--- src/rtl/iserdes_period_meter.sv ---
// Converts ISERDES edge reports into 1/8-clock timestamps and measures the duration of EDGES
// back-to-back half-periods, presenting each result on a valid/ready output register.
module iserdes_period_meter #(
    parameter int unsigned CNT_WIDTH      = 20,
    parameter int unsigned EDGES          = 16,
    parameter int unsigned TIMEOUT_CYCLES = 4096
) (
    input  logic                 clk_i,
    input  logic                 rst_i,
    input  logic                 changed_flag_i,
    input  logic [2:0]           changed_bit_i,
    output logic [CNT_WIDTH+2:0] period_out_o,
    output logic                 period_valid_o,
    input  logic                 period_ready_i,
    output logic                 overrun_o,
    output logic                 no_signal_o
);

    localparam int unsigned TsW  = CNT_WIDTH + 3;
    localparam int unsigned EcW  = $clog2(EDGES + 1);
    localparam int unsigned TmoW = $clog2(TIMEOUT_CYCLES + 1);

    if (EDGES < 2 || EDGES > 256) begin : gen_bad_edges
        $error("EDGES must be in 2..256");
    end
    if (64'(EDGES) * 64'(TIMEOUT_CYCLES) >= (64'd1 << CNT_WIDTH)) begin : gen_bad_width
        $error("EDGES*TIMEOUT_CYCLES must be below 2**CNT_WIDTH");
    end

    typedef enum logic {StWaitFirst, StMeasure} state_e;

    state_e             state_q, state_d;
    logic [CNT_WIDTH-1:0] cnt_q;
    logic [TsW-1:0]     start_ts_q, start_ts_d;
    logic [TsW-1:0]     out_q, out_d;
    logic [TsW-1:0]     ts, result;
    logic [EcW-1:0]     edge_cnt_q, edge_cnt_d, edge_inc;
    logic [TmoW-1:0]    tmo_q, tmo_d;
    logic               nosig_q, nosig_d;
    logic               valid_q, valid_d;
    logic               overrun_q, overrun_d;
    logic               res_vld, handshake, drop;

    // Modular subtraction makes counter wrap inside a window transparent.
    assign ts        = {cnt_q, changed_bit_i};
    assign result    = ts - start_ts_q;
    assign edge_inc  = edge_cnt_q + EcW'(1);
    assign handshake = valid_q & period_ready_i;
    assign drop      = res_vld & valid_q & ~period_ready_i;

    always_comb begin
        state_d    = state_q;
        start_ts_d = start_ts_q;
        edge_cnt_d = edge_cnt_q;
        nosig_d    = nosig_q;
        res_vld    = 1'b0;
        tmo_d      = tmo_q;

        if (changed_flag_i) begin
            tmo_d = '0;
        end else if (tmo_q != TmoW'(TIMEOUT_CYCLES)) begin
            tmo_d = tmo_q + TmoW'(1);
        end

        unique case (state_q)
            StWaitFirst: begin
                if (changed_flag_i) begin
                    start_ts_d = ts;
                    edge_cnt_d = '0;
                    nosig_d    = 1'b0;
                    state_d    = StMeasure;
                end
            end
            StMeasure: begin
                if (changed_flag_i) begin
                    // The closing edge also opens the next window.
                    if (edge_inc == EcW'(EDGES)) begin
                        res_vld    = 1'b1;
                        start_ts_d = ts;
                        edge_cnt_d = '0;
                    end else begin
                        edge_cnt_d = edge_inc;
                    end
                end else if (tmo_d == TmoW'(TIMEOUT_CYCLES)) begin
                    nosig_d    = 1'b1;
                    edge_cnt_d = '0;
                    state_d    = StWaitFirst;
                end
            end
            default: state_d = StWaitFirst;
        endcase
    end

    always_comb begin
        out_d   = out_q;
        valid_d = valid_q;
        if (res_vld && (!valid_q || period_ready_i)) begin
            out_d   = result;
            valid_d = 1'b1;
        end else if (handshake) begin
            valid_d = 1'b0;
        end
        overrun_d = drop ? 1'b1 : (handshake ? 1'b0 : overrun_q);
    end

    always_ff @(posedge clk_i or posedge rst_i) begin
        if (rst_i) begin
            cnt_q      <= '0;
            state_q    <= StWaitFirst;
            start_ts_q <= '0;
            edge_cnt_q <= '0;
            tmo_q      <= '0;
            nosig_q    <= 1'b1;
            out_q      <= '0;
            valid_q    <= 1'b0;
            overrun_q  <= 1'b0;
        end else begin
            cnt_q      <= cnt_q + CNT_WIDTH'(1);
            state_q    <= state_d;
            start_ts_q <= start_ts_d;
            edge_cnt_q <= edge_cnt_d;
            tmo_q      <= tmo_d;
            nosig_q    <= nosig_d;
            out_q      <= out_d;
            valid_q    <= valid_d;
            overrun_q  <= overrun_d;
        end
    end

    assign period_out_o   = out_q;
    assign period_valid_o = valid_q;
    assign overrun_o      = overrun_q;
    assign no_signal_o    = nosig_q;

endmodule
--- config.mk ---
export PLATFORM = sky130hd
export DESIGN_NAME = iserdes_period_meter
export DESIGN_NICKNAME = d
export VERILOG_FILES = /design/src/rtl/iserdes_period_meter.sv
export SDC_FILE = /design/constraint.sdc
export NUM_CORES = 1
export LEC_CHECK = 0
export CAP_MARGIN = 20
export CORE_ASPECT_RATIO = 0.5
export CORE_MARGIN = 5
export CORE_UTILIZATION = 55
export CTS_BUF_LIST = sky130_fd_sc_hd__clkbuf_4
export DETAILED_ROUTE_END_ITERATION = 16
export GPL_TIMING_DRIVEN = 0
export HOLD_SLACK_MARGIN = 0.06
export MAX_ROUTING_LAYER = met4
export PLACE_DENSITY_LB_ADDON = 0.2
export SLEW_MARGIN = 15
export SYNTH_ARGS = -nofsm -noshare
export SYNTH_HDL_FRONTEND = slang
export SYNTH_SLANG_ARGS = --single-unit
--- constraint.sdc ---
create_clock -name clk_i -period 3.51 [get_ports clk_i]
set_clock_uncertainty 0.05 [all_clocks]
set_input_delay 0.351 -clock clk_i [delete_from_list [all_inputs] [get_ports clk_i]]
set_output_delay 0.351 -clock clk_i [all_outputs]
set_load 0.02 [all_outputs]
### Word level (Yosys, flattened, before mapping)

Index checks and enable logic that the tools add are counted.

* register bits after elaboration: 88
* latch bits: 0
* RAM bits: 0
* ROM bits: 0
* output and inout port bits: 26
* word-level logic and storage cells: 60
* memories: 0

* add/subtract/negate cells: 4
* $mul: 0
* divide/modulo/power cells: 0
* $lt $le $gt $ge: 0
* equal/unequal tests: 9
* shift operators: 0
* muxes and demuxes: 25
* bitwise operators: 5
* reductions and logical operators: 8

Operators with widths (number)
* $mux W23: 3
* $pmux W23 S2: 1
* $mux W13: 2
* $sub A23 B23 Y23: 1
* $add A20 B1 Y20 const B: 1
* $mux W5: 4
* $add A13 B1 Y13 const B: 1
* $eq A13 B13 Y1 const B: 1
* $ne A13 B13 Y1 const B: 1
* $mux W1: 12
* $pmux W5 S2: 1
* $ne A2 B2 Y1 const B: 3
* $reduce_and A3 Y1: 2
* $add A5 B1 Y5 const B: 1
* $eq A5 B5 Y1 const B: 1
* $ne A2 B1 Y1 const B: 2
* $pmux W1 S2: 2
* $reduce_bool A2 Y1: 2
* $and A1 B1 Y1: 3
* $ne A3 B2 Y1 const B: 1
* $not A1 Y1: 2
* $reduce_and A2 Y1: 1
* $logic_and A1 B1 Y1: 1
* $logic_not A1 Y1: 1
* $logic_or A1 B1 Y1: 1

### Depth between registers and ports, before layout

Gate-level depths: netlist of the first run.

* word-level depth: 8
* gate-level depth with buffers: 10

### Worst setup path before layout of the first run

No wires, ideal clock.

* kind: input -> register
* start point: input port changed_bit_i[0]
* end point: register out_q[22], in the netlist period_out_o[22]
* library setup time: 95 ps
* arrival: 2207 ps
* setup slack: 1157 ps
* cell stages on the path: 10
* path buffers: 0
* cells stage by stage: inv_1 -> ha_1 -> fa_1 -> nor2b_1 -> o31a_1 -> o211ai_1 -> a21o_1 -> a311o_1 -> and3_1 -> o31ai_1

* word-level cells in the longest chain between the ends: 1

Ends and longest elaborated chain
* start, declared: RTL line 11 `input logic [2:0] changed_bit_i,`
* $sub A23 B23 Y23: RTL line 46 `assign result = ts - start_ts_q;`
* end signal, assigned: RTL line 124 `out_q <= out_d;`
* end, declared: RTL line 35 `logic [TsW-1:0] out_q, out_d;`

Every way passes these cells.
A chain may end at the register's enable or synchronous reset.

### Worst setup path after layout of the first run

Ends and elaborated chain as after synthesis.

==> summary.txt, run 1 <==
Run status
  • Status: finished clean

Die
  • Full die area: ~11000 um2
  • Core Area: 8710 um2
  • Row cnt: 24
  • Initial core utilization: a little under three fifths
  • Die span in y: about 77 um
  • IO Count: 33
  • Die width: approximately 140 um

STA
  • Max-slew violation count: 0
  • Worst setup margin: between 0.7 and 0.8 ns
  • Setup total negative slack: 0 ns
  • RSZ-0062 raised after global routing: no
  • Final Critical Period: around 2.7 ns
  • Final period util: 77.5%
  • WHS: ~0.2 ns
  • Slew HR: between 40 and 50%
  • Fmax: about 370 MHz
  • Final setup violation count: 0
  • Hold Fails Final Rpt: 0
  • Worst-margin pin slew: ~0.83 ns

Finish
  • Layout area overhead: 12.3%
  • ANT cells: 0
  • Share of cells above drive strength 1: ~9.7%
  • Cell Count, Final, Fillers Out: about 670
  • Layout Nets: 583
  • Final design utilization: 63.2%

Synth
  • Most common cell in the netlist: dfrtp_1
  • Synth cell count leaders: dfrtp_1, nand2_1, nor2_1
  • Fraction of registers with async set/reset: 100%
  • Sequential share of the synthesized area: 44.9%
  • Post-synth EDFFs: 0
  • Synth Instances: just over 500
  • Mean post-synth cell area: ~9.7 um2
  • Synthesis-stage register bit count: 88
  • Synth top area share: about 44%
  • Distinct cells, synth: 58
  • Syn Nets: 539
  • Largest cells by area after synthesis: dfrtp_1, ha_1, mux2_2
  • Primary FF master, synth: dfrtp_1
  • Synthesized area: ~5000 um2
  • Synth Warn #: 0
  • Yosys top cell by area: dfrtp_1

Place
  • PortBufs: 32
  • Pre-CTS setup slack: 0.346 ns
  • DP HPWL: approximately 7000 um
  • RePlAce Congestion: 0.840
  • DP Cell Count: 655

Pwr
  • Pwr/cell area: around 350 nW/um2
  • Worst vdd ir: around 0.00017 V
  • P_leak: about 0.0025 uW

Setup path
  • Worst Path Max Fanout: 5
  • Critical Path RT: between 3 and 4 ns
  • WP data arrival: 3.03 ns
  • Crit path kind: in -> reg
  • Crit path capture type: flop
  • Crit path launch type: input pin

Clocking
  • Root Buffer: clkbuf_4
  • Clock Path Buffers: 2
  • Reg clk slew, reported paths: 0.13 ns
  • Clock buffer count from CTS: 9
  • Skew-Pair Late Insertion Delay: 0.46 ns
  • Hold_buf cts: 0
  • CTS H-Tree Depth: 3
  • Clock sinks: 88
  • Setup Fix Bufs, Post-CTS: 0
  • CTS resizes: 0
  • CTS tree: built

Routing
  • Drt via density: around 5.5
  • Final WL: slightly below 10000 um
  • Wire length per cell: around 15 um
  • DRT Pass-1 Iters: 4
  • Routed Antenna Nets: 0
  • Routed vias: around 3.7k
  • DRC: 0
  • DR iter-0 viols: approximately 150

Global route
  • Initial antenna violation count: 0
  • Largest net degree at the start of global routing: 52
  • Vias in the first global route: 3474
  • Total GRT Usage: 19.8%
  • First-pass GRT wire length: between 15000 and 20000 um
  • Grt ovf: 0

Run
  • Max-cap viol count: 0

Worst hold path
  • HP Class: in -> async
area by class of cell:
| class | count | area, um2 |
|---|---|---|
| sequential | 88 | 2200 |
| clock buffer | 11 | 82.6 |
| clock inverter | 5 | 25.0 |
| tap | 117 | 146 |
| buffer | 15 | 61.3 |
| fill | 755 | 3200 |
| multi-input combinational | 368 | 2510 |
| inverter | 34 | 130 |
| timing repair buffer | 33 | 348 |
registers in the layout, indices dropped and copies added (netlist names):
signal and count:
edge_cnt_q 5, period_valid_o 1, state_q 1, cnt_q 20, tmo_q 13, no_signal_o 1
overrun_o 1, period_out_o 23, start_ts_q 23
through the flow:
stage | power, uW | instance area [um2]
after global routing | 2040 | 5510
after CTS | 1950 | 5510
after global placement | 1440 | 5370
final | 1920 | 5510
after detailed placement | 1460 | 5400
after floorplan | 1360 | 4900
routing by layer:
metal | global-route usage (%) | up-vias | part of all wire (%)
met1 | 26.8 | 1785 | 50
met2 | 29.5 | 33 | 45
met3 | 5.28 | 17 | 3.5
li1 | - | 1849 | -
met5 | - | - | 0
met4 | 5.64 | 0 | 1.6
report_power, final:
group | internal (uW) | switching [uW] | total (uW)
Combinational | 148 | 185 | 333
Clock | 155 | 333 | 488
Sequential | 1060 | 41.2 | 1100
path summary, 6_finish.rpt:
kind,cells past startpoint,to,from,slack [ns]
worst max-delay path,11,period_out_o[22],changed_bit_i[0],0.79
worst min-delay path,2,tmo_q[2],rst_i,0.20
worst max register to register,9,period_out_o[22],start_ts_q[0],0.79
worst min register to register,2,period_out_o[3],period_out_o[3],0.44
max in group asynchronous,3,start_ts_q[9],rst_i,2.58
min in group clk_i,2,overrun_o,period_ready_i,0.42
critical path, stage by stage:
cell and delay (ns):
clkdlybuf4s50_1 0.45, inv_1 0.05, ha_1 0.22, fa_1 0.41
nor2b_1 0.20, o31a_1 0.25, o211ai_1 0.21, a21o_1 0.21
a311o_1 0.29, and3_1 0.19, o31ai_1 0.21
logic make-up after synthesis:
group	Yosys count	share of synthesized area, %
flip-flops	88	44.9
AO/OA/AOI/OAI	94	12.6
adder cells (fa/ha/maj)	27	7.04
multiplexers	24	5.44
XOR/XNOR	47	8.40
AND/OR/NAND/NOR	176	17.7
buffers and inverters	49	3.85
cell usage in the layout (no fill, tap or decap), types with 22 or more instances in the layout:
cell type,synthesis,final
clkdlybuf4s50_1,0,32
xor2_1,22,22
xnor2_1,25,25
nand3_1,22,22
dfrtp_1,87,87
nor2_1,39,39
inv_1,34,33
o21ai_0,32,32
nand2_1,53,53
ha_1,26,26
Power figures use the tool's default switching activity.
==> run 2: changes to the inputs <==
==> constraint.sdc (replaced) <==
create_clock -name clk_i -period 2.2 [get_ports clk_i]
set_clock_uncertainty 0.05 [all_clocks]
set_input_delay 0.22 -clock clk_i [delete_from_list [all_inputs] [get_ports clk_i]]
set_output_delay 0.22 -clock clk_i [all_outputs]
set_load 0.02 [all_outputs]
==> run 2 against run 1 <==
Effect of this change:
- the run now ends with setup timing left
- global-route usage rose by 0.40 points
- setup slack got worse by 1.1 ns
- count of clock-buffer cells in the layout shrank 2
- power up 68%
- worst hold slack gained 0.077 ns
- via count rose by 4.3%
==> summary.txt, run 2 (same netlist as run 1, synthesis figures left out) <==
Run status
  • Status: finished, violations left
  • Failing checks: setup timing

Clocking
  • Clock sinks: 88 (unchanged)
  • Skew-Pair Late Insertion Delay: 0.45 ns (about the same)
  • Reg clk slew, reported paths: 0.15 ns (+0.02 ns)
  • CTS tree: built
  • Clock buffer count from CTS: 9 (unchanged)
  • Clock Path Buffers: 2 (unchanged)
  • CTS H-Tree Depth: 3 (unchanged)
  • Root Buffer: clkbuf_4

Global route
  • Largest net degree at the start of global routing: 30 (-42%)
  • Total GRT Usage: 20.2% (+0.40 points)
  • First-pass GRT wire length: 17600 um (+3.9%)
  • Vias in the first global route: 3656 (+5.2%)
  • Grt ovf: 0 (unchanged)
  • Initial antenna violation count: 0 (unchanged)

Routing
  • Routed vias: 3841 (+4.3%)
  • DRC: 0 (unchanged)
  • WL met2: 4830 um (+10%)
  • M1 WL: 5080 um (+4.2%)
  • DRT Pass-1 Iters: 4 (unchanged)
  • DR iter-0 viols: 199 (+35%)
  • Routed Antenna Nets: 0 (unchanged)
  • DR WL met3: 337 um (-0.59%)
  • Final WL: 10400 um (+6.6%)
  • Max layer used: met4
  • Drt via density: 5.59 (+1.8%)
  • Wire length per cell: 15.1 um (+4.1%)

Worst hold path
  • HP Class: in -> reg
  • Hold path depth: 2

STA
  • Final period util: 113%
  • Slew HR: 65.1% (+21 points)
  • Worst setup margin: -0.285 ns (-1.08 ns)
  • WHS: 0.277 ns (+0.0768 ns)
  • Hold Fails Final Rpt: 0 (unchanged)
  • Worst-margin pin slew: 0.523 ns (-0.303 ns)
  • Final Critical Period: roughly 2.5 ns
  • Final setup violation count: 7 (+7)
  • Fmax: roughly 400 MHz
  • RSZ-0062 raised after global routing: yes
  • Max-slew violation count: 0 (unchanged)

Finish
  • Commonest cells after routing, fill and taps aside: dfrtp_1, nand2_1, nor2_1
  • Commonest non-fill, non-tap cell in the layout: dfrtp_1
  • ANT cells: 0 (unchanged)
  • # fillers: 687 (-9.0%)
  • Layout Nets: 599 (+2.7%)
  • Share of cells above drive strength 1: 20.4% (+11 points)
  • Layout area overhead: 22.6%

Die
  • Full die area: 11000 um2 (unchanged)
  • Initial core utilization: 56.3% (unchanged)
  • Die width: 144 um (unchanged)
  • Die span in y: 76.8 um (unchanged)
  • Row cnt: 24 (unchanged)
  • IO Count: 33 (unchanged)
  • Core Area: 8710 um2 (unchanged)

Setup path
  • Crit path capture type: flop
  • Critical Path, Cell by Cell: ha_4 > fa_2 > nor2b_4 > o31a_1 > o211ai_1 > a21o_1 > a311o_1 > and3_1 > o31ai_1
  • WP data arrival: 2.80 ns (-0.23 ns)
  • Crit path launch type: flop
  • Crit path kind: reg -> reg
  • Critical path's slowest cell: dfrtp_1
  • Worst-case reg-to-reg path depth: 9 (unchanged)
  • Critical Path RT: 2.52 ns (-1.30 ns)
  • Worst Path Max Fanout: 5 (unchanged)
  • Slowest stage delay, CP: 0.44 ns (about the same)

Place
  • RePlAce Congestion: 0.854 (+1.6%)
  • PortBufs: 32 (unchanged)
  • DP HPWL: 7450 um (+4.8%)

Run
  • Max-cap viol count: 0 (unchanged)

Pwr
  • Worst vdd ir: 0.000274 V (+59%)
  • Pwr/cell area: 539 nW/um2 (+54%)
  • P_leak: 0.00265 uW (+4.7%)
  • Total power: 3240 uW (+68%)
run 2: changes by cell type in the layout (fill, tap and decap cells not counted), sizes merged:
cell	delta
buf	+14
clkinvlp	+4
clkbuf	-1
clkinv	-1
dlygate4sd3	+1
inv	-1
run 2: routing by layer:
metal,GRT usage [%],vias up
met5,-,-
met4,4.89,0
met3,4.41,17
met2,30.8,51
met1,27.7,1899
li1,-,1874
run 2: final timing paths:
path / to / slack (ns) / startpoint
worst min register to register: overrun_o / 0.44 / period_valid_o
worst max-delay path: period_out_o[22] / -0.29 / start_ts_q[0]
worst min-delay path: overrun_o / 0.28 / period_ready_i
worst max register to register: period_out_o[22] / -0.29 / start_ts_q[0]
max in group asynchronous: cnt_q[1] / 0.89 / rst_i
min in group asynchronous: tmo_q[4] / 0.56 / rst_i
run 2: cell type report:
| class | count | area, um2 | share of cell area (%) |
|---|---|---|---|
| Multi-Input combinational cell | 368 | 2850 | 47.4 |
| Sequential cell | 88 | 2210 | 36.8 |
| Timing Repair Buffer | 49 | 492 | 8.18 |
| Tap cell | 117 | 146 | 2.44 |
| Inverter | 34 | 131 | 2.19 |
| Clock buffer | 9 | 67.6 | 1.12 |
| Buffer | 15 | 65.1 | 1.08 |
| Clock inverter | 7 | 48.8 | 0.812 |
run 2: critical path: cells and delay by family, from the launching register on:
kind / cells / cell delay, ns
compound gates: 5 / 1.05
flops: 1 / 0.44
simple gates: 2 / 0.33
fa+ha+maj: 2 / 0.54
run 2: power breakdown:
part | internal, uW | switching [uW] | total [uW]
logic | 322 | 344 | 666
clock network | 229 | 580 | 809
registers | 1700 | 67.2 | 1760
run 2: metrics by stage:
step	utilization, %	worst slack (ns)	cell area, um2	cells	TNS (ns)
finish	69.0	-0.285	6010	687	-1.22
global route	69.0	-0.372	6010	687	-2.12
CTS	65.9	-0.276	5740	678	-2.66
detailed placement	63.2	-0.675	5500	657	-13.23
global placement	62.5	-0.658	5440	654	-16.60
floorplan	-	-0.0445	4970	505	-0.0637
run 2: what timing repair did:
action	CTS	global route
setup endpoints to repair	53	48
pin swaps	6	11
endpoints found under the hold margin	10	0
resized for setup	18	45
cloned	0	0
setup buffers	4	10
hold buffers	1	0
==> run 3: changes to the inputs <==
--- a/config.mk
+++ b/config.mk
@@ -15,6 +15,7 @@
 export HOLD_SLACK_MARGIN = 0.06
 export MAX_ROUTING_LAYER = met4
 export PLACE_DENSITY_LB_ADDON = 0.2
+export RECOVER_POWER = 100
 export SLEW_MARGIN = 15
 export SYNTH_ARGS = -nofsm -noshare
 export SYNTH_HDL_FRONTEND = slang
==> run 3 against run 2 <==
Effect of this change:
- the run still ends with setup timing left
- fmax shrank 0.11%
- sequential share of layout area grew 0.14 points
- largest power group unchanged
- register-to-register slack is essentially flat
- clock power grew 0.7%
- global-route usage is the same
- final cell count is the same
- largest cell class unchanged
==> summary.txt, run 3 (same netlist as run 1, synthesis figures left out) <==
Pwr
  • Total power: 3240 uW (about the same)
  • P_leak: 0.00265 uW (-0.27%)
  • Pwr/cell area: 541 nW/um2 (+0.53%)
  • Worst vdd ir: 0.000275 V (+0.23%)

Setup path
  • Crit path kind: reg -> reg
  • Crit path from: start_ts_q[0]
  • Critical Path RT: 2.52 ns (about the same)
  • Reg-to-Reg End: period_out_o[22]
  • Worst-case reg-to-reg path depth: 9 (unchanged)
  • R2r startpoint: start_ts_q[0]
  • WP data arrival: 2.81 ns (about the same)
  • Crit path launch type: flop
  • Critical Path End: period_out_o[22]
  • Crit path capture type: flop
  • R2R setup slack: -0.29 ns (about the same)
  • Worst Path Max Fanout: 5 (unchanged)

Routing
  • DRC: 0 (unchanged)
  • DR iter-0 viols: 181 (-9.0%)
  • Routed vias: 3832 (-0.23%)
  • DRT Pass-1 Iters: 4 (unchanged)
  • Final WL: 10400 um (+0.12%)
  • Wire length per cell: 15.2 um (+0.12%)
  • Routed Antenna Nets: 0 (unchanged)
  • Drt via density: 5.58 (-0.23%)

Place
  • Pre-CTS setup slack: -0.675 ns (unchanged)
  • PortBufs: 32 (unchanged)
  • RePlAce Congestion: 0.854 (unchanged)
  • Post-Place Cell Area: 5500 um2 (unchanged)
  • DP HPWL: 7450 um (unchanged)
  • DP Cell Count: 657 (unchanged)

Clocking
  • CTS tree: built
  • CTS H-Tree Depth: 3 (unchanged)
  • Root Buffer: clkbuf_4
  • Clock Path Buffers: 2 (unchanged)
  • Clock buffer count from CTS: 9 (unchanged)
  • Clock sinks: 88 (unchanged)
  • Skew-Pair Late Insertion Delay: 0.45 ns (about the same)
  • Reg clk slew, reported paths: 0.15 ns (about the same)

Finish
  • Cell Count, Final, Fillers Out: 687 (unchanged)
  • Commonest non-fill, non-tap cell in the layout: dfrtp_1
  • # fillers: 688 (+0.15%)
  • Layout Nets: 599 (unchanged)
  • ANT cells: 0 (unchanged)
  • Share of cells above drive strength 1: 19.8% (-0.53 points)
  • Commonest cells after routing, fill and taps aside: dfrtp_1, nand2_1, nor2_1
  • Post-route cell area: 5980 um2 (-0.48%)
  • Final design utilization: 68.7% (-0.33 points)
  • Layout area overhead: 22.0%

Global route
  • First-pass GRT wire length: 17600 um (unchanged)
  • Initial antenna violation count: 0 (unchanged)
  • Vias in the first global route: 3656 (unchanged)
  • Grt ovf: 0 (unchanged)
  • Largest net degree at the start of global routing: 30 (unchanged)
  • Total GRT Usage: 20.2% (unchanged)

Die
  • Full die area: 11000 um2 (unchanged)
  • Core Area: 8710 um2 (unchanged)
  • IO Count: 33 (unchanged)
  • Die span in y: 76.8 um (unchanged)
  • Initial core utilization: 56.3% (unchanged)
  • Row cnt: 24 (unchanged)
  • Die width: 144 um (unchanged)

Worst hold path
  • HP Class: in -> reg

STA
  • RSZ-0062 raised after global routing: yes
  • Worst-margin pin slew: 0.642 ns (+0.119 ns)
  • Final Critical Period: 2.49 ns (+0.00286 ns)
  • Fmax: 402 MHz (-0.11%)
  • Max-slew violation count: 0 (unchanged)
  • Hold Fails Final Rpt: 0 (unchanged)
  • Slew HR: 57.2% (-7.9 points)
  • Final setup violation count: 7 (unchanged)
  • Worst setup margin: -0.288 ns (-0.00286 ns)
  • Final period util: 113% (+0.13 points)

Run status
  • Status: finished, violations left
  • Failing checks: setup timing

Run
  • Max-cap viol count: 0 (unchanged)
-- run 3: cell count changes in the layout (fill, tap and decap cells not counted) --
cell             change
clkdlybuf4s50_1      -1
buf_4                -1
dfrtp_2              -2
clkbuf_2             +1
clkinvlp_2           +1
buf_12               -2
buf_8                +1
clkinvlp_4           -1
dlygate4sd3_1        +1
dfrtp_1              +2
clkbuf_1             +1
-- run 3: repair_timing --
item | 4_1_cts | 5_1_grt
setup buffers | 4 | 10
gates resized for setup | 18 | 45
setup endpoints to repair | 53 | 48
hold buffers | 1 | 0
hold endpoints to repair | 10 | 0
pin swaps | 6 | 11
-- run 3: worst max-delay path, cell delays in order, from the launching register on --
cell      delay [ns]
dfrtp_1         0.44
ha_4            0.18
fa_2            0.36
nor2b_4         0.13
o31a_1          0.24
o211ai_1        0.17
a21o_1          0.20
a311o_1         0.27
and3_1          0.19
o31ai_1         0.18
-- run 3: worst min path at each step --
stage | start | endpoint | cells after the start
after floorplan | changed_flag_i | tmo_q[3] | 1
after global placement | period_out_o[3] | period_out_o[3] | 2
after detailed placement | period_out_o[8] | period_out_o[8] | 2
after CTS | period_ready_i | overrun_o | 2
after global routing | period_ready_i | overrun_o | 2
final | period_ready_i | overrun_o | 2
-- run 3: metal layers --
metal	share of wire, %	wire length (um)	track usage (%)
met1	48	5030	27.7
met2	47	4890	30.8
met3	3.4	359	4.41
met4	1.4	142	4.89
met5	0	0	-
-- run 3: power by group --
part           internal [uW]  switching (uW)  total [uW]
logic                    317             344         661
registers               1700            67.4        1760
clock network            229             586         815
total                   2240             997        3240
-- run 3: metrics by stage --
step	hold slack [ns]	TNS, ns
final	0.272	-1.26
after global routing	0.259	-3.00
after CTS	0.254	-2.66
after detailed placement	0.422	-13.23
after global placement	0.403	-16.60
after floorplan	0.248	-0.0637
-- run 3: area by class of cell --
type	count	area (um2)	area share, %
Tap cell	117	146	2.45
Clock buffer	9	67.6	1.13
Sequential cell	88	2210	37.0
Inverter	34	129	2.15
Timing Repair Buffer	49	468	7.82
Buffer	15	65.1	1.09
Clock inverter	7	48.8	0.816
Multi-Input combinational cell	368	2850	47.6
